`config.mk`:
```
export PLATFORM = sky130hd
export DESIGN_NAME = control_unit
export DESIGN_NICKNAME = d
export VERILOG_FILES = /design/src/rtl/control_unit.sv
export SDC_FILE = /design/constraint.sdc
export NUM_CORES = 1
export LEC_CHECK = 0
export CORE_ASPECT_RATIO = 0.75
export CORE_MARGIN = 5
export CORE_UTILIZATION = 50
export CTS_CLUSTER_DIAMETER = 150
export DETAILED_ROUTE_END_ITERATION = 7
export PLACE_DENSITY_LB_ADDON = 0.2
export SYNTH_ARGS = -nofsm -noshare
export SYNTH_HDL_FRONTEND = slang
export SYNTH_SLANG_ARGS = --single-unit
```
`constraint.sdc`:
```
create_clock -name clk -period 4.7 [get_ports clk]
set_input_delay 0.94 -clock clk [delete_from_list [all_inputs] [get_ports clk]]
set_output_delay 0.94 -clock clk [all_outputs]
set_load 0.05 [all_outputs]
```
`src/rtl/control_unit.sv`:
```
// control_unit: next-PC selection for a single-issue RV32I-style front end.
//
// Decodes a one-hot instruction bus and requests the register operands that
// control-flow instructions need. Once the requested operands are valid, it
// registers the address of the next instruction and a redirect flag.
//
// Ports
//   clk         sole clock; all state updates on the rising edge
//   rst_n       synchronous active-low reset
//   pc          address of the instruction currently decoded
//   instr_bus   one-hot decoded instruction (bit 37 = illegal/none)
//   rs1_value   rs1 operand; rs1_valid marks it usable this cycle
//   rs2_value   rs2 operand; rs2_valid marks it usable this cycle
//   imm         sign-extended immediate
//   rs1_read    combinational request for rs1 (branches, JALR)
//   rs2_read    combinational request for rs2 (branches)
//   next_pc     registered address of the next instruction
//   pc_j_valid  registered; 1 on a taken branch or a jump
module control_unit (
    input  logic        clk,
    input  logic        rst_n,
    input  logic [31:0] pc,
    input  logic [37:0] instr_bus,
    input  logic [31:0] rs1_value,
    input  logic [31:0] rs2_value,
    input  logic        rs1_valid,
    input  logic        rs2_valid,
    input  logic [31:0] imm,
    output logic        rs1_read,
    output logic        rs2_read,
    output logic [31:0] next_pc,
    output logic        pc_j_valid
);
    logic        dec_ok;
    logic        is_branch;
    logic        is_jal;
    logic        is_jalr;
    logic        ready;
    logic        eq;
    logic        lt_s;
    logic        lt_u;
    logic        taken;
    logic [31:0] pc_plus4;
    logic [31:0] pc_plus_imm;
    logic [31:0] jalr_sum;
    logic [31:0] npc_d;
    logic        jv_d;

    // Exactly one bit set: non-zero and clearing the lowest set bit leaves zero.
    // Anything else falls through as a plain sequential instruction.
    assign dec_ok    = (instr_bus != '0) && ((instr_bus & (instr_bus - 38'd1)) == '0);
    assign is_branch = dec_ok && (instr_bus[32:27] != '0);
    assign is_jal    = dec_ok && instr_bus[33];
    assign is_jalr   = dec_ok && instr_bus[34];

    assign rs1_read = rst_n && (is_branch || is_jalr);
    assign rs2_read = rst_n && is_branch;

    // A missing requested operand stalls; JAL and non-control never wait.
    assign ready = !((is_branch && !(rs1_valid && rs2_valid)) || (is_jalr && !rs1_valid));

    assign eq   = (rs1_value == rs2_value);
    assign lt_s = ($signed(rs1_value) < $signed(rs2_value));
    assign lt_u = (rs1_value < rs2_value);

    // Bus is known one-hot inside a branch, so each condition is gated by its own bit.
    assign taken = is_branch &&
                   ((instr_bus[27] &&  eq)   || (instr_bus[28] && !eq)   ||
                    (instr_bus[29] &&  lt_s) || (instr_bus[30] && !lt_s) ||
                    (instr_bus[31] &&  lt_u) || (instr_bus[32] && !lt_u));

    assign pc_plus4    = pc + 32'd4;
    assign pc_plus_imm = pc + imm;
    assign jalr_sum    = rs1_value + imm;

    always_comb begin
        npc_d = pc_plus4;
        jv_d  = 1'b0;
        if (!ready) begin
            npc_d = pc;
        end else if (taken || is_jal) begin
            npc_d = pc_plus_imm;
            jv_d  = 1'b1;
        end else if (is_jalr) begin
            npc_d = {jalr_sum[31:1], 1'b0};
            jv_d  = 1'b1;
        end
    end

    always_ff @(posedge clk) begin
        if (!rst_n) begin
            next_pc    <= '0;
            pc_j_valid <= 1'b0;
        end else begin
            next_pc    <= npc_d;
            pc_j_valid <= jv_d;
        end
    end
endmodule

```
== Yosys cells after proc, flatten, opt, wreduce, memory -nomap -nowiden ==
Cells that the tools add are included.

* Latch bits: 0
* Register bits: 33
* Logic and storage cells: 49
* Memory bits (writable): 0
* Input bits: 170
* Output and inout bits: 35
* Memories: 0
* Memory bits (read-only): 0

* Add/sub/neg operators: 4
* Equality and inequality tests: 1
* $mul: 0
* Multiplexer cells: 5
* Shift operators: 0
* Div/mod/pow operators: 0
* Reduce and logical (&&, ||, !) cells: 33
* Bitwise gates (word level): 2
* Magnitude comparators: 2

{| class="wikitable"
|+ Operators by type and width
! cell !! number
|-
| 2-to-1 mux 32 bit || 3
|-
| adder 32 bit || 2
|-
| < comparator 32 bit || 2
|-
| bitwise AND 38 bit || 1
|-
| zero test 38 bit || 1
|-
| nonzero test 38 bit || 1
|-
| subtractor 38 x 1 -> 38 bit (second input constant) || 1
|-
| adder 32 x 3 -> 32 bit (second input constant) || 1
|-
| == test 32 bit || 1
|-
| logical AND 1 bit || 16
|-
| logical OR 1 bit || 8
|-
| nonzero test 6 bit || 1
|-
| zero test 1 bit || 5
|-
| 2-to-1 mux 1 bit || 2
|-
| OR reduction 2 bit || 1
|-
| NOT 1 bit || 1
|}

== Longest topological paths before layout ==
* Depth after elaboration: 12
* Depth in mapped cells: 14
* Mapped depth without buffers: 13

== Worst setup path after synthesis ==
OpenSTA, ideal clock, no wires.

* Path type: input port to output port
* From: in instr_bus[27]
* To: out rs1_read
* Buffers on the path: 1
* Setup slack: -61 ps
* Arrival time: 3,821 ps
* Stages on the path: 9
* Data required time: 3,760 ps
* Path through: or4_4 > buf_6 > or4_4 > nor4_4 > nor2_1 > or4_4 > nor4_4 > nand2_1 > nor2_1

* Longest elaborated chain between the ends: 7
* Elaborated cells between the ends (all ways): 10
* Classes of those cells: add/sub: 1; bitwise: 1; reduce/logical: 8

{| class="wikitable"
|+ RTL lines
! element !! line !! RTL
|-
| start: declaration || 23 || <nowiki>input logic [37:0] instr_bus,</nowiki>
|-
| subtractor 38 x 1 -> 38 bit || 51 || <nowiki>assign dec_ok = (instr_bus != '0) && ((instr_bus & (instr_bus - 38'd1)) == '0);</nowiki>
|-
| bitwise AND 38 bit || 51 ||
|-
| zero test 38 bit || 51 ||
|-
| logical AND 1 bit || 51 ||
|-
| logical AND 1 bit (on tied branches) || 52, 54 ||
|-
| logical OR 1 bit * || 56 || <nowiki>assign rs1_read = rst_n && (is_branch || is_jalr);</nowiki>
|-
| logical AND 1 bit * || 56 ||
|-
| end: declaration || 29 || <nowiki>output logic rs1_read,</nowiki>
|}

Every way passes the cells marked *; elsewhere a longest branch is shown, timed or not.

== Final worst setup path ==
* From: in instr_bus[30]
* To: out rs1_read

The elaborated chain is that of the path after synthesis.

==> flow_results.org <==
** Status
- The flow ran to the end, and the final reports show no timing, DRC or antenna violations.

** Cells and area
- Fin nets :: 1479
- Top library cells by usage in the layout, fill and taps aside :: clkdlybuf4s50_1 (196), nor2_1 (94), ha_1 (94), a21oi_1 (82), nand2_1 (76)
- Relative to the synthesized area, the layout overhead comes to 41.1%.
- 0 antenna diodes ended up in the layout.
- Leaving out fill and tap cells, the most frequent cell in the layout is clkdlybuf4s50_1.
- In the final layout, the share of cells above drive strength 1 is 0.0890.
- Number of fill cells :: 1168
- Leaving out filler cells and counting taps, the final layout contains 1389.

** Timing
- Hold Fails Final Rpt :: 0
- For the pin with the worst max-slew slack, the measured transition is 0.764 ns.
- Post-route clock period utilization :: 0.978
- Subtracting the final worst setup slack from the clock period gives 4.60 ns.
- Setup violations remaining at the end of the flow were counted as 0.
- RSZ-0062 raised after global routing :: false
- Max Slew Vio Count :: 0
- Timing would allow up to 217 MHz.
- Measured against its own limit, the worst slew margin works out to 0.484.
- The tightest hold path in the finished design has a slack of 1.26 ns.

** Floorplanning
- Count of standard-cell rows :: 37
- Die area :: 0.0162 mm^2
- Die Y :: 112 um
- The total area inside the core boundary comes to 0.0136 mm^2.
- Number of ports placed on the die boundary :: 205
- For this configuration, the core starts out at a cell density of 0.506.
- Floorplan die width :: 145 um

** Power and ir drop
- Power per unit of standard cell area :: 161 mW/mm^2
- IR analysis of the VDD net gives a maximum drop of 0.000208 V.
- Leakage power summed over all cells :: 4.18 nW

** Yosys
- After technology mapping, the gate count stands at 966.
- When the netlist entered floorplanning its net count stood at 1232.
- Share of synthesized registers carrying an async set or reset :: 0
- Distinct cells, synth :: 78
- Averaged over all synthesized cells, the footprint is 7.13 um^2.
- Part of the Yosys area used for sequential elements :: 0.0960
- The most used flip-flop cell after synthesis is dfxtp_1.
- Synth warn :: 0
- Counting flops with a built-in enable in the synthesized netlist gives 0.
- Cell Area, Synth :: 0.00688 mm^2
- Post-synthesis register bit count :: 33

** Worst setup path
- Class of the most critical setup path :: in -> out
- Library cell appearing most often on the critical path :: or4_4
- The critical path goes through clkdlybuf4s50_1, or4_4, or4_4, nor4_4, nor2_1, or4_4, nor4_4, nand2_1, nor2_2, buf_12.
- In this design, the stage delay of the slowest critical-path cell is 0.46 ns.
- Sort of element at the start of the critical path :: primary input
- Endpoint arrival time on the critical path :: 3.66 ns
- STA classifies the critical path endpoint as a primary output.
- For this design, the slowest cell found on the critical path is or4_4.
- Along the worst path, the maximum fanout reaches 4.
- Data required time of the critical path :: 3.76 ns

** Placement
- Post-placement cell count :: 1378
- Post-detailed-placement half-perimeter wirelength :: 20800 um
- Port buffering added 204 buffers.
- Final weighted congestion in routability-driven placement :: 0.975

** Worst hold path
- In this run the most critical hold path is launched from pc[0].
- Worst Hold Depth :: 3
- Hold Path Class :: in -> reg
- Destination of the worst hold path :: next_pc[0]$_SDFF_PN0_

** Global route
- Entering global routing, the biggest net connects 21 pins.
- Number of antenna violations at the first check in global routing :: 0
- Via count of the first global-routing pass :: 7939
- The first global-routing pass estimated 40000 um of wire.
- In the global route stage, overall resource usage came out at 0.293.
- Leftover overflow at the end of global routing :: 0

** Routing
- For this block, the routed nets add up to 25100 um of wire.
- Starting DRT DRC Count :: 715
- For this run, the detailed router's first-pass iteration total came to 5.
- Dividing the detail-routed wire length by the instance count gives 18.1 um.
- In this run the remaining antenna-violating nets after routing total 0.
- Using the TritonRoute via totals, the vias-per-cell ratio works out to 6.05.
- Detailed routing inserted a total of 8400 vias.
- In the routed design, unresolved DRC markers number 0.

** CTS
- In this run, CTS created clock tree buffers numbering 5.
- Clock net sink count :: 33
- In this run, post-CTS hold repair placed 0 buffers.
- Maximum count of clock buffers along a single path :: 2
- Clock Tree Root :: clkbuf_16
- Clock tree from TritonCTS :: done
- Maximum level of the CTS H-tree :: 2
- Clock Pin Slew Worst Setup and Hold Paths :: 0.06 ns

** Job
- Max-capacitance violation count :: 0
==> per-layer routing <==
layer | GRT usage | wire [um] | share of wire | up-vias
met3 | 0.0696 | 2850 | 0.11 | 38
met4 | 0.0653 | 478 | 0.019 | 0
met1 | 0.420 | 11200 | 0.45 | 3797
met5 | 0 | 0 | 0 | -
li1 | - | - | - | 4136
met2 | 0.445 | 10600 | 0.42 | 429
==> what timing repair did <==
action	in CTS	in global routing
setup buffers	1	2
endpoints found under the setup margin	2	2
gates resized for setup	2	11
pin swaps	2	4
==> power by group <==
| part | leakage, nW | switching [W] | internal (W) |
|---|---|---|---|
| clock | 0.0696 | 0.000138 | 0.000194 |
| combinational | 3.84 | 0.000498 | 0.000433 |
| sequential | 0.275 | 0.00000465 | 0.000296 |
==> synthesized netlist by cell type, types with 4 or more instances <==
cell type,count,area (um^2)
nor2_1,96,360
ha_1,94,1180
a21oi_1,82,410
nand2_1,76,285
o21ai_0,58,290
inv_1,57,214
xnor2_1,44,385
nand3_1,36,180
dfxtp_1,33,661
xor2_1,32,280
nor3_1,30,150
a211oi_1,27,203
a21o_1,25,188
a31oi_1,16,100
clkbuf_1,16,60.1
nand4_1,16,100
and3_1,15,93.8
nor4_1,14,87.6
o211ai_1,13,97.6
o21a_1,13,97.6
nor2b_1,11,68.8
or2_2,10,62.6
or3_1,10,62.6
nand2b_1,9,56.3
buf_2,7,35.0
o22ai_1,7,43.8
a2111oi_0,6,52.6
and4_1,5,43.8
a311oi_1,4,35.0
mux2i_1,4,40.0
o211a_1,4,40.0
o21bai_1,4,30.0
o31a_1,4,35.0
o31ai_1,4,30.0
o41ai_1,4,35.0
==> cells by family (layout without fill, tap and decap cells) <==
kind of cell,after synthesis,after routing,synth area share
and+or+nand+nor,355,355,0.265
AOI/OAI and AO/OA,311,311,0.300
adders and majority gates,99,99,0.181
buffers and inverters,85,333,0.0509
xor gates and xnor gates,76,76,0.0967
DFF,33,33,0.0960
muxes,7,7,0.0107
==> final cells by class <==
| class | instances | area, um^2 | area share |
|---|---|---|---|
| inverters | 58 | 218 | 0.0224 |
| repair buffers | 267 | 2560 | 0.264 |
| multi-input cells | 848 | 5910 | 0.608 |
| clock buffers | 5 | 125 | 0.0129 |
| flip-flops and latches | 33 | 661 | 0.0680 |
| clock inverters | 3 | 17.5 | 0.00180 |
| well taps | 175 | 219 | 0.0225 |
==> worst max-delay path, delay by kind of cell <==
family	cells	cell delay, ns
buffers and inverters	2	0.57
AND/OR/NAND/NOR	8	2.14
==> sequential cells by signal, indices dropped and copies added, names as in the netlist <==
| register | count |
|---|---|
| next_pc | 32 |
| pc_j_valid | 1 |
==> worst max path at each step <==
stage	from	to	slack [ns]	depth (start not counted)
2_1_floorplan	instr_bus[27]	rs1_read	-0.06	9
3_3_place_gp	instr_bus[27]	rs1_read	-0.02	10
3_5_place_dp	instr_bus[27]	rs2_read	-0.12	10
4_1_cts	instr_bus[27]	rs2_read	0.005	10
5_1_grt	instr_bus[30]	rs1_read	0.005	10
6_report	instr_bus[30]	rs1_read	0.10	10
==> stage by stage <==
step / TNS [ns] / setup WS (ns) / total power [W] / utilization / area [um^2]
floorplan: -0.122 / -0.0612 / 0.000847 / - / 6880
global placement: -0.0348 / -0.0176 / 0.00120 / 0.698 / 9500
detailed placement: -0.217 / -0.125 / 0.00122 / 0.698 / 9500
CTS: 0 / 0.00503 / 0.00155 / 0.709 / 9650
global route: 0 / 0.00500 / 0.00166 / 0.713 / 9710
finish: 0 / 0.102 / 0.00156 / 0.713 / 9710
(Power assumes the default switching activity.)
